## src/rtl/bat_control_pkg.sv

```systemverilog
// rtl/bat_control_pkg.sv - shared opcodes, control-bit indices, step constants and state encoding
package bat_control_pkg;

    localparam int BUS_W    = 16;
    localparam int OPCODE_W = 4;
    localparam int STEP_W   = 3;
    localparam int CW_WIDTH = 16;

    typedef logic [OPCODE_W-1:0] opcode_t;

    localparam opcode_t OP_NOP = 4'h0;
    localparam opcode_t OP_LDA = 4'h1;
    localparam opcode_t OP_ADD = 4'h2;
    localparam opcode_t OP_SUB = 4'h3;
    localparam opcode_t OP_STA = 4'h4;
    localparam opcode_t OP_LDI = 4'h5;
    localparam opcode_t OP_JMP = 4'h6;
    localparam opcode_t OP_JC  = 4'h7;
    localparam opcode_t OP_JZ  = 4'h8;
    localparam opcode_t OP_OUT = 4'hE;
    localparam opcode_t OP_HLT = 4'hF;

    localparam int CB_HALT       = 0;
    localparam int CB_MAR_LOAD   = 1;
    localparam int CB_RAM_LOAD   = 2;
    localparam int CB_RAM_ENABLE = 3;
    localparam int CB_IR_LOAD    = 4;
    localparam int CB_IR_ENABLE  = 5;
    localparam int CB_A_LOAD     = 6;
    localparam int CB_A_ENABLE   = 7;
    localparam int CB_ALU_ENABLE = 8;
    localparam int CB_ALU_SUB    = 9;
    localparam int CB_B_LOAD     = 10;
    localparam int CB_OUT_LOAD   = 11;
    localparam int CB_PC_COUNT   = 12;
    localparam int CB_PC_ENABLE  = 13;
    localparam int CB_PC_LOAD    = 14;
    localparam int CB_FLAGS_LOAD = 15;

    localparam int STEP_FETCH_ADDR  = 0;
    localparam int STEP_FETCH_INSTR = 1;
    localparam int STEP_EXEC_FIRST  = 2;
    localparam int STEP_LAST        = 4;

    typedef enum logic [1:0] {
        ST_FETCH   = 2'd0,
        ST_EXECUTE = 2'd1,
        ST_HALTED  = 2'd2
    } seq_state_t;

    function automatic logic [CW_WIDTH-1:0] cw_bit(input int idx);
        logic [CW_WIDTH-1:0] w;
        w      = '0;
        w[idx] = 1'b1;
        return w;
    endfunction

endpackage

```

## src/rtl/control_sequencer_if.sv

```systemverilog
// rtl/control_sequencer_if.sv - sequencer bus; STEP_REQ exists only when SINGLE_STEP_EN is defined
interface control_sequencer_if #(
    parameter int BUS_WIDTH  = 16,
    parameter int STEP_WIDTH = 3
);
    logic                  RUN;
    logic [BUS_WIDTH-1:0]  INSTRUCTION_IN;
    logic                  CARRY_FLAG;
    logic                  ZERO_FLAG;
    logic [15:0]           CONTROL_WORD;
    logic [STEP_WIDTH-1:0] STEP_OUT;
    logic                  HALTED;
`ifdef SINGLE_STEP_EN
    logic                  STEP_REQ;
`endif

    modport master (
`ifdef SINGLE_STEP_EN
        output STEP_REQ,
`endif
        output RUN,
        output INSTRUCTION_IN,
        output CARRY_FLAG,
        output ZERO_FLAG,
        input  CONTROL_WORD,
        input  STEP_OUT,
        input  HALTED
    );

    modport slave (
`ifdef SINGLE_STEP_EN
        input  STEP_REQ,
`endif
        input  RUN,
        input  INSTRUCTION_IN,
        input  CARRY_FLAG,
        input  ZERO_FLAG,
        output CONTROL_WORD,
        output STEP_OUT,
        output HALTED
    );
endinterface

```

## src/rtl/microcode_rom.sv

```systemverilog
// rtl/microcode_rom.sv - combinational microcode: control word and last-step flag per opcode/step
module microcode_rom
    import bat_control_pkg::*;
#(
    parameter int OPCODE_WIDTH = OPCODE_W,
    parameter int STEP_WIDTH   = STEP_W
) (
    input  logic [OPCODE_WIDTH-1:0] opcode,
    input  logic [STEP_WIDTH-1:0]   step,
    input  logic                    carry_flag,
    input  logic                    zero_flag,
    output logic [CW_WIDTH-1:0]     control_word,
    output logic                    last_step
);

    always_comb begin
        control_word = '0;
        last_step    = 1'b1;
        if (step == STEP_WIDTH'(STEP_FETCH_ADDR)) begin
            control_word = cw_bit(CB_PC_ENABLE) | cw_bit(CB_MAR_LOAD);
            last_step    = 1'b0;
        end else if (step == STEP_WIDTH'(STEP_FETCH_INSTR)) begin
            control_word = cw_bit(CB_RAM_ENABLE) | cw_bit(CB_IR_LOAD) | cw_bit(CB_PC_COUNT);
            last_step    = 1'b0;
        end else if (step == STEP_WIDTH'(STEP_EXEC_FIRST)) begin
            // Flags only influence the first execute step (conditional jumps)
            case (opcode)
                OP_NOP: control_word = '0;
                OP_LDA, OP_ADD, OP_SUB, OP_STA: begin
                    control_word = cw_bit(CB_IR_ENABLE) | cw_bit(CB_MAR_LOAD);
                    last_step    = 1'b0;
                end
                OP_LDI: control_word = cw_bit(CB_IR_ENABLE) | cw_bit(CB_A_LOAD);
                OP_JMP: control_word = cw_bit(CB_IR_ENABLE) | cw_bit(CB_PC_LOAD);
                OP_JC: if (carry_flag) control_word = cw_bit(CB_IR_ENABLE) | cw_bit(CB_PC_LOAD);
                OP_JZ: if (zero_flag)  control_word = cw_bit(CB_IR_ENABLE) | cw_bit(CB_PC_LOAD);
                OP_OUT: control_word = cw_bit(CB_A_ENABLE) | cw_bit(CB_OUT_LOAD);
                OP_HLT: control_word = cw_bit(CB_HALT);
                default: control_word = '0;
            endcase
        end else if (step == STEP_WIDTH'(STEP_EXEC_FIRST + 1)) begin
            case (opcode)
                OP_LDA: control_word = cw_bit(CB_RAM_ENABLE) | cw_bit(CB_A_LOAD);
                OP_ADD, OP_SUB: begin
                    control_word = cw_bit(CB_RAM_ENABLE) | cw_bit(CB_B_LOAD);
                    last_step    = 1'b0;
                end
                OP_STA: control_word = cw_bit(CB_A_ENABLE) | cw_bit(CB_RAM_LOAD);
                default: control_word = '0;
            endcase
        end else if (step == STEP_WIDTH'(STEP_LAST)) begin
            case (opcode)
                OP_ADD: control_word = cw_bit(CB_ALU_ENABLE) | cw_bit(CB_A_LOAD) | cw_bit(CB_FLAGS_LOAD);
                OP_SUB: control_word = cw_bit(CB_ALU_ENABLE) | cw_bit(CB_ALU_SUB) | cw_bit(CB_A_LOAD)
                                     | cw_bit(CB_FLAGS_LOAD);
                default: control_word = '0;
            endcase
        end
    end

endmodule

```

## src/rtl/control_sequencer.sv

```systemverilog
// rtl/control_sequencer.sv - state/step registers, RUN gating and halt; SINGLE_STEP_EN adds STEP_REQ stepping
module control_sequencer
    import bat_control_pkg::*;
#(
    parameter int BUS_WIDTH    = BUS_W,
    parameter int OPCODE_WIDTH = OPCODE_W,
    parameter int STEP_WIDTH   = STEP_W
) (
    input  logic                CLOCK,
    input  logic                RESET_N,
    control_sequencer_if.slave  bus
);

    seq_state_t              state, state_nx;
    logic [STEP_WIDTH-1:0]   step, step_nx, step_inc;
    logic [OPCODE_WIDTH-1:0] opcode;
    logic [CW_WIDTH-1:0]     rom_word, cw;
    logic                    rom_last;
    logic                    advance;
    logic                    halted;
    logic [STEP_WIDTH-1:0]   step_out;
    logic                    unused_addr;

    assign opcode      = bus.INSTRUCTION_IN[BUS_WIDTH-1 -: OPCODE_WIDTH];
    assign unused_addr = ^bus.INSTRUCTION_IN[BUS_WIDTH-OPCODE_WIDTH-1:0];
    assign step_inc    = step + STEP_WIDTH'(1);

`ifdef SINGLE_STEP_EN
    // Two-flop synchroniser plus a history flop for rising-edge detection
    logic [2:0] req_sync;
    logic       step_pulse;

    always_ff @(posedge CLOCK or negedge RESET_N) begin
        if (!RESET_N) req_sync <= '0;
        else          req_sync <= {req_sync[1:0], bus.STEP_REQ};
    end

    assign step_pulse = req_sync[1] & ~req_sync[2];
    assign advance    = bus.RUN | step_pulse;
`else
    assign advance    = bus.RUN;
`endif

    microcode_rom #(
        .OPCODE_WIDTH (OPCODE_WIDTH),
        .STEP_WIDTH   (STEP_WIDTH)
    ) u_rom (
        .opcode       (opcode),
        .step         (step),
        .carry_flag   (bus.CARRY_FLAG),
        .zero_flag    (bus.ZERO_FLAG),
        .control_word (rom_word),
        .last_step    (rom_last)
    );

    always_ff @(posedge CLOCK or negedge RESET_N) begin
        if (!RESET_N) begin
            state <= ST_FETCH;
            step  <= '0;
        end else begin
            state <= state_nx;
            step  <= step_nx;
        end
    end

    always_comb begin
        state_nx = state;
        step_nx  = step;
        cw       = '0;
        halted   = 1'b0;
        step_out = step;
        case (state)
            ST_FETCH, ST_EXECUTE: begin
                if (advance) begin
                    cw = rom_word;
                    if (step > STEP_WIDTH'(STEP_LAST)) begin
                        state_nx = ST_FETCH;
                        step_nx  = '0;
                    end else if (rom_word[CB_HALT]) begin
                        state_nx = ST_HALTED;
                        step_nx  = '0;
                    end else if (rom_last) begin
                        state_nx = ST_FETCH;
                        step_nx  = '0;
                    end else begin
                        step_nx  = step_inc;
                        state_nx = (step_inc >= STEP_WIDTH'(STEP_EXEC_FIRST)) ? ST_EXECUTE : ST_FETCH;
                    end
                end
            end
            ST_HALTED: begin
                cw       = cw_bit(CB_HALT);
                halted   = 1'b1;
                step_out = '0;
                step_nx  = '0;
            end
            default: begin
                state_nx = ST_FETCH;
                step_nx  = '0;
            end
        endcase
    end

    assign bus.CONTROL_WORD = RESET_N ? cw : '0;
    assign bus.STEP_OUT     = step_out;
    assign bus.HALTED       = halted;

endmodule

```

## src/flat_wrapper.sv

```systemverilog
// flat-port wrapper written by rule: the top's interface ports become plain ports
module control_sequencer_flat import bat_control_pkg::*;
#(
    parameter int BUS_WIDTH    = BUS_W,
    parameter int OPCODE_WIDTH = OPCODE_W,
    parameter int STEP_WIDTH   = STEP_W
)
  (CLOCK, RESET_N, bus_RUN, bus_INSTRUCTION_IN, bus_CARRY_FLAG, bus_ZERO_FLAG, bus_CONTROL_WORD, bus_STEP_OUT, bus_HALTED);
  control_sequencer_if #(.BUS_WIDTH(BUS_WIDTH), .STEP_WIDTH(STEP_WIDTH)) bus_i ();
  input  logic CLOCK;
  input  logic RESET_N;
  input wire logic [$bits(bus_i.RUN)-1:0] bus_RUN;
  input wire logic [$bits(bus_i.INSTRUCTION_IN)-1:0] bus_INSTRUCTION_IN;
  input wire logic [$bits(bus_i.CARRY_FLAG)-1:0] bus_CARRY_FLAG;
  input wire logic [$bits(bus_i.ZERO_FLAG)-1:0] bus_ZERO_FLAG;
  output wire logic [$bits(bus_i.CONTROL_WORD)-1:0] bus_CONTROL_WORD;
  output wire logic [$bits(bus_i.STEP_OUT)-1:0] bus_STEP_OUT;
  output wire logic [$bits(bus_i.HALTED)-1:0] bus_HALTED;
  assign bus_i.RUN = bus_RUN;
  assign bus_i.INSTRUCTION_IN = bus_INSTRUCTION_IN;
  assign bus_i.CARRY_FLAG = bus_CARRY_FLAG;
  assign bus_i.ZERO_FLAG = bus_ZERO_FLAG;
  assign bus_CONTROL_WORD = bus_i.CONTROL_WORD;
  assign bus_STEP_OUT = bus_i.STEP_OUT;
  assign bus_HALTED = bus_i.HALTED;
  control_sequencer #(.BUS_WIDTH(BUS_WIDTH), .OPCODE_WIDTH(OPCODE_WIDTH), .STEP_WIDTH(STEP_WIDTH)) u_core (.CLOCK(CLOCK), .RESET_N(RESET_N), .bus(bus_i));
endmodule
```

## config.mk

```make
export PLATFORM = sky130hd
export DESIGN_NAME = control_sequencer_flat
export DESIGN_NICKNAME = d
export VERILOG_FILES = /design/src/rtl/bat_control_pkg.sv /design/src/rtl/control_sequencer_if.sv /design/src/rtl/microcode_rom.sv /design/src/rtl/control_sequencer.sv /design/src/flat_wrapper.sv
export SDC_FILE = /design/constraint.sdc
export NUM_CORES = 1
export LEC_CHECK = 0
export BUFFER_PORTS_ARGS = -buffer_cell sky130_fd_sc_hd__buf_4
export CAP_MARGIN = 5
export CORE_AREA = 2 2 40 61
export DETAILED_ROUTE_END_ITERATION = 6
export DIE_AREA = 0 0 42 63
export GPL_TIMING_DRIVEN = 1
export PLACE_DENSITY_LB_ADDON = 0.3
export REMOVE_ABC_BUFFERS = 1
export SLEW_MARGIN = 10
export SYNTH_ARGS = -nofsm -noshare
export SYNTH_HDL_FRONTEND = slang
export SYNTH_SLANG_ARGS = --single-unit
```

## constraint.sdc

```tcl
create_clock -name CLOCK -period 3.9 [get_ports CLOCK]
set_input_delay 0.195 -clock CLOCK [delete_from_list [all_inputs] [get_ports CLOCK]]
set_output_delay 0.195 -clock CLOCK [all_outputs]
set_load 0.02 [all_outputs]
```

==> flow_summary.toml, run 1 <==
[floorplan]
die_area_um2 = 2650
die_x_um = 42
rows = 21
coreArea_um2 = 2130
start_util_pct = 33.7
io_pins = 41
die_h_um = 63

[clocking]
clk_latency_ns = 0.23
cts_num_sinks = 5
post_cts_buffers = 0
cts_buffer_depth = 2
htreeDepth = 1
cts.repair.resized = 0
cts_made_buffers = 3
ctsHoldBuffers = 1
path_clk_slew_ns = 0.04
cts_tree = "built"
cts_root_buf = "clkbuf_4"

[timing]
setup_ws_ns = 1.70
rsz0062_at_grt = "no"
tns_ns = 0
fmax_mhz = 454
setup_viol = 0
final.setup_skew_ns = 0.000485
fin_crit_sh_pct = 56.5
worst_pin_slew_ns = 0.433
min_period_ns = 2.20
hold_violations = 0
slew_headroom_pct = 70.4
slew_viol_final = 0

[global_route]
grt_first_pass_wirelength_um = 3010
antenna_found_initial = 0
grt_overflow = 0
grt_pass1_vias = 740
grt_max_degree = 12
grt_usage_pct = 14.5

[setup_path]
ff2ff_setup_slack_ns = 2.09
crit_chain = "inv_1, ha_1, nor4b_4, nand3_2, nor3b_2, or2_1, buf_4"
critPathArrivalTime_ns = 2.01
crit_buf_inv = 2
cp_slowest_stage_delay_ns = 0.40
startpoint_type = "register"
worstSetupPathType = "reg2out"
crit_path_top_delay_cell = "dfrtp_1"
cp_top_family = "simple AND/OR/NAND/NOR gates"
cp-end-kind = "output pin"
worstPathRequired_ns = 3.70
crit_fanout = 7

[synth]
ys.flop_type = "dfrtp_1"
synth_most_common_cell = "nor2_1"
synth_common_cells = "nor2_1, nand2_1, inv_1, dfrtp_1, ha_1"
yosysSeqAreaShare_pct = 17.4
syn_inst = 92
async_flop_share_pct = 100
synth_top_area_share_pct = 17.4
synth_edf_count = 0
yosysWarnings = 0
ys_ff_latch = 5
synth_area_um2 = 718
netlist_top_cells_area = "dfrtp_1, ha_1, nor2_1"
avgSynthCellArea_um2 = 7.81
synth_largest_area_cell = "dfrtp_1"
yosysUniqueCellTypes = 36

[flow_run]
maxCapViolations = 0

[cells_and_area]
finalNetCount = 145
antenna-diode-count = 0
drive_above_1_share_pct = 34.7
fillerInstances = 229
area_growth_pct = 32.9

[route]
wl_per_cell_um = 12.6
drt_first_pass_iters = 4
wirelength_um = 1770
vias_per_cell = 5.29
drc_errors = 0
drt_iter0_markers = 13
vias = 746
ant_nets = 0

[worst_hold_path]
hold_class = "in2reg"

[power_and_ir_drop]
power_density_nw_per_um2 = 475
p_leak_uw = 0.000448
ir_drop_v = 0.000342

[place]
dpl.hpwl_um = 1500
portBuffers = 28
place_ws_ns = 1.93
routabilityCongestion = 0.797

[run_status]
status = "finished, final reports clean"
[kinds of logic after synthesis]
kind of cell	share of synthesized area [%]
compound gates	15.5
mux	1.57
flops	17.4
fa+ha+maj	8.71
simple gates	48.3
buf+inv	8.53
[path summary, 6_finish.rpt]
path | startpoint | to | cells after the start
max in group asynchronous | RESET_N | u_core.step[1]$_DFFE_PN0P_ | 2
min in group asynchronous | RESET_N | u_core.state[1]$_DFFE_PN0P_ | 2
max | u_core.step[0]$_DFFE_PN0P_ | bus_CONTROL_WORD[7] | 7
max reg2reg | u_core.step[2]$_DFFE_PN0P_ | u_core.step[1]$_DFFE_PN0P_ | 6
min reg2reg | u_core.state[0]$_DFFE_PN0P_ | u_core.state[0]$_DFFE_PN0P_ | 2
min | bus_RUN | u_core.step[2]$_DFFE_PN0P_ | 4
[layout make-up]
| class | count | area, um^2 | area share [%] |
|---|---|---|---|
| Multi-Input combinational cell | 74 | 532 | 55.7 |
| Timing Repair Buffer | 29 | 220 | 23.1 |
| Sequential cell | 5 | 125 | 13.1 |
| Tap cell | 23 | 28.8 | 3.01 |
| Clock buffer | 4 | 26.3 | 2.75 |
| Inverter | 6 | 22.5 | 2.36 |
[sequential cells by signal, summed over array words and instances, names as in the netlist]
register	flops
u_core.state	2
u_core.step	3
[tightest hold or removal path, stage by stage]
cell     delay [ns]
buf_4          0.09
nor2_1         0.07
nand2_1        0.07
o31ai_1        0.06
[layout by cell type (no fill, tap or decap), types with 4 or more instances in the layout]
cell,netlist,layout
nand2_1,7,7
dfrtp_1,5,5
nor2b_1,4,4
nor2_1,14,14
ha_1,5,5
and3_1,4,4
inv_1,6,6
o21ai_0,4,4
buf_4,2,28
nand3_1,4,4
[per-layer routing]
metal  part of all wire [%]  wire, um  GRT usage (%)
met4                      0         0           6.85
met5                      0         0              0
met3                    4.9        87           2.02
met1                     39       700           15.5
met2                     56       985           26.8
[power breakdown]
part,internal [uW],leakage (uW),switching (uW)
clock network,38.5,0.0000150,18.4
logic,128,0.000367,177
registers,69.8,0.0000658,21.9
[through the flow]
step                total power (uW)  instances  hold WS [ns]  utilization, %  cell area (um^2)
floorplan                        312         85        -0.101               -               679
global placement                 394        136        0.0142            43.2               918
detailed placement               399        136        0.0155            43.2               918
CTS                              461        141         0.293            44.9               955
global route                     497        141         0.318            44.9               955
finish                           453        141         0.294            44.9               955
(Power assumes the default switching activity.)
==> inputs of run 2 (changes only) <==
==> constraint.sdc (replaced) <==
create_clock -name CLOCK -period 2.27 [get_ports CLOCK]
set_input_delay 0.1135 -clock CLOCK [delete_from_list [all_inputs] [get_ports CLOCK]]
set_output_delay 0.1135 -clock CLOCK [all_outputs]
set_load 0.02 [all_outputs]
==> flow_summary.toml, run 2 (synthesis results as in run 1) <==
[power_and_ir_drop]
pwr-share-seq_pct = 20.0
p_leak_uw = 0.000447
clock_power_share_pct = 12.4
combPwrFrac_pct = 67.5
ir_drop_v = 0.000596
power_density_nw_per_um2 = 824
design_power_total_uw = 788
power.net_switching_uw = 377
power.share.switching_pct = 47.8
p_int_uw = 412

[setup_path]
worstSetupPathType = "reg2out"
worstPathRequired_ns = 2.16
critPathArrivalTime_ns = 1.94
startpoint_type = "register"
cp-end-kind = "output pin"
crit_fanout = 7

[cells_and_area]
seq_area_um2 = 125
largest_reg_flops = 3
area_growth_pct = 33.3
largest-register = "u_core.step"
final_common_cell = "buf_4"
reg.largest.list = "u_core.step (3), u_core.state (2)"
antenna-diode-count = 0
fillerInstances = 230
finalNetCount = 145
final_core_util_pct = 45.0
drive_above_1_share_pct = 35.6
final_cell_count_no_fill = 141
multi_input_area_um2 = 534
layout_common_cells = "buf_4, nor2_1, nand2_1"

[timing]
tns_ns = 0
slew_headroom_pct = 70.4
worst_pin_slew_ns = 0.433
rsz0062_at_grt = "no"
hold_violations = 0
slew_viol_final = 0
fin_crit_sh_pct = 90.3
fmax_mhz = 488
min_period_ns = 2.05
setup_viol = 0
setup_ws_ns = 0.219
final.setup_skew_ns = 0.000538

[floorplan]
die_h_um = 63
die_x_um = 42
die_area_um2 = 2650
start_util_pct = 33.7
rows = 21
io_pins = 41
coreArea_um2 = 2130

[clocking]
htreeDepth = 1
post_cts_buffers = 0
cts_num_sinks = 5
cts_made_buffers = 3
path_clk_slew_ns = 0.04
clk_latency_ns = 0.23
cts_root_buf = "clkbuf_4"
cts_buffer_depth = 2
cts_tree = "built"

[run_status]
status = "finished, final reports clean"

[route]
vias = 744
drc_errors = 0
drt_iter0_markers = 12
drt_first_pass_iters = 4
wirelength_um = 1800
ant_nets = 0
wl_per_cell_um = 12.8
vias_per_cell = 5.28

[global_route]
antenna_found_initial = 0
grt_max_degree = 12
grt_pass1_vias = 740
grt_overflow = 0
grt_first_pass_wirelength_um = 3010
grt_usage_pct = 14.5

[worst_hold_path]
hold_class = "in2reg"

[place]
portBuffers = 28
place_ws_ns = 0.378
routabilityCongestion = 0.797
dp_cells = 136
dpl.hpwl_um = 1500

[flow_run]
maxCapViolations = 0
-- run 2: cell counts in the layout (fill, tap and decap cells not counted) --
Identical to the previous run, type by type.
-- run 2: what timing repair did --
item | 4_1_cts | 5_1_grt
endpoints found under the hold margin | 5 | 0
endpoints found under the setup margin | 0 | 1
gates resized for setup | 0 | 1
hold buffers | 1 | 0
-- run 2: power groups by stage --
stage | Sequential, uW | Clock (uW) | Combinational [uW]
floorplan | 151 | 0 | 386
global placement | 157 | 0 | 520
detailed placement | 159 | 0 | 527
CTS | 158 | 102 | 531
global route | 167 | 105 | 594
finish | 158 | 98.1 | 532
-- run 2: per-stage QoR --
stage	cell area (um^2)	hold slack (ns)
6_report	957	0.213
5_1_grt	957	0.237
4_1_cts	955	0.211
3_5_place_dp	918	-0.0660
3_3_place_gp	918	-0.0673
2_1_floorplan	679	-0.182
-- run 2: worst paths after layout --
path	from	to	slack, ns	depth (start not counted)
max in group asynchronous	RESET_N	u_core.step[2]$_DFFE_PN0P_	1.92	2
min	bus_RUN	u_core.step[2]$_DFFE_PN0P_	0.21	4
min in group asynchronous	RESET_N	u_core.step[0]$_DFFE_PN0P_	0.23	2
min reg2reg	u_core.state[0]$_DFFE_PN0P_	u_core.state[0]$_DFFE_PN0P_	0.48	2
max	u_core.step[0]$_DFFE_PN0P_	bus_CONTROL_WORD[7]	0.22	7
max reg2reg	u_core.step[2]$_DFFE_PN0P_	u_core.step[1]$_DFFE_PN0P_	0.46	6
-- run 2: final cells by class --
cell class	instances	area share [%]
inverter	6	2.35
clock buffer	4	2.75
multi-input combinational	74	55.8
tap	23	3.01
timing repair buffer	29	23.0
sequential	5	13.1
-- run 2: metal layers --
metal  wire [um]  global-route usage, %  vias up
li1            -                      -      377
met1         707                   15.5      349
met2        1010                   26.8       18
met3          81                   2.02        0
met4           0                   6.85        0
met5           0                      0        -
-- run 2: critical path, stage by stage (launching register included) --
cell,delay [ns]
dfrtp_1,0.41
inv_1,0.10
ha_2,0.25
nor4b_4,0.34
nand3_2,0.14
nor3b_2,0.22
or2_1,0.12
buf_4,0.13
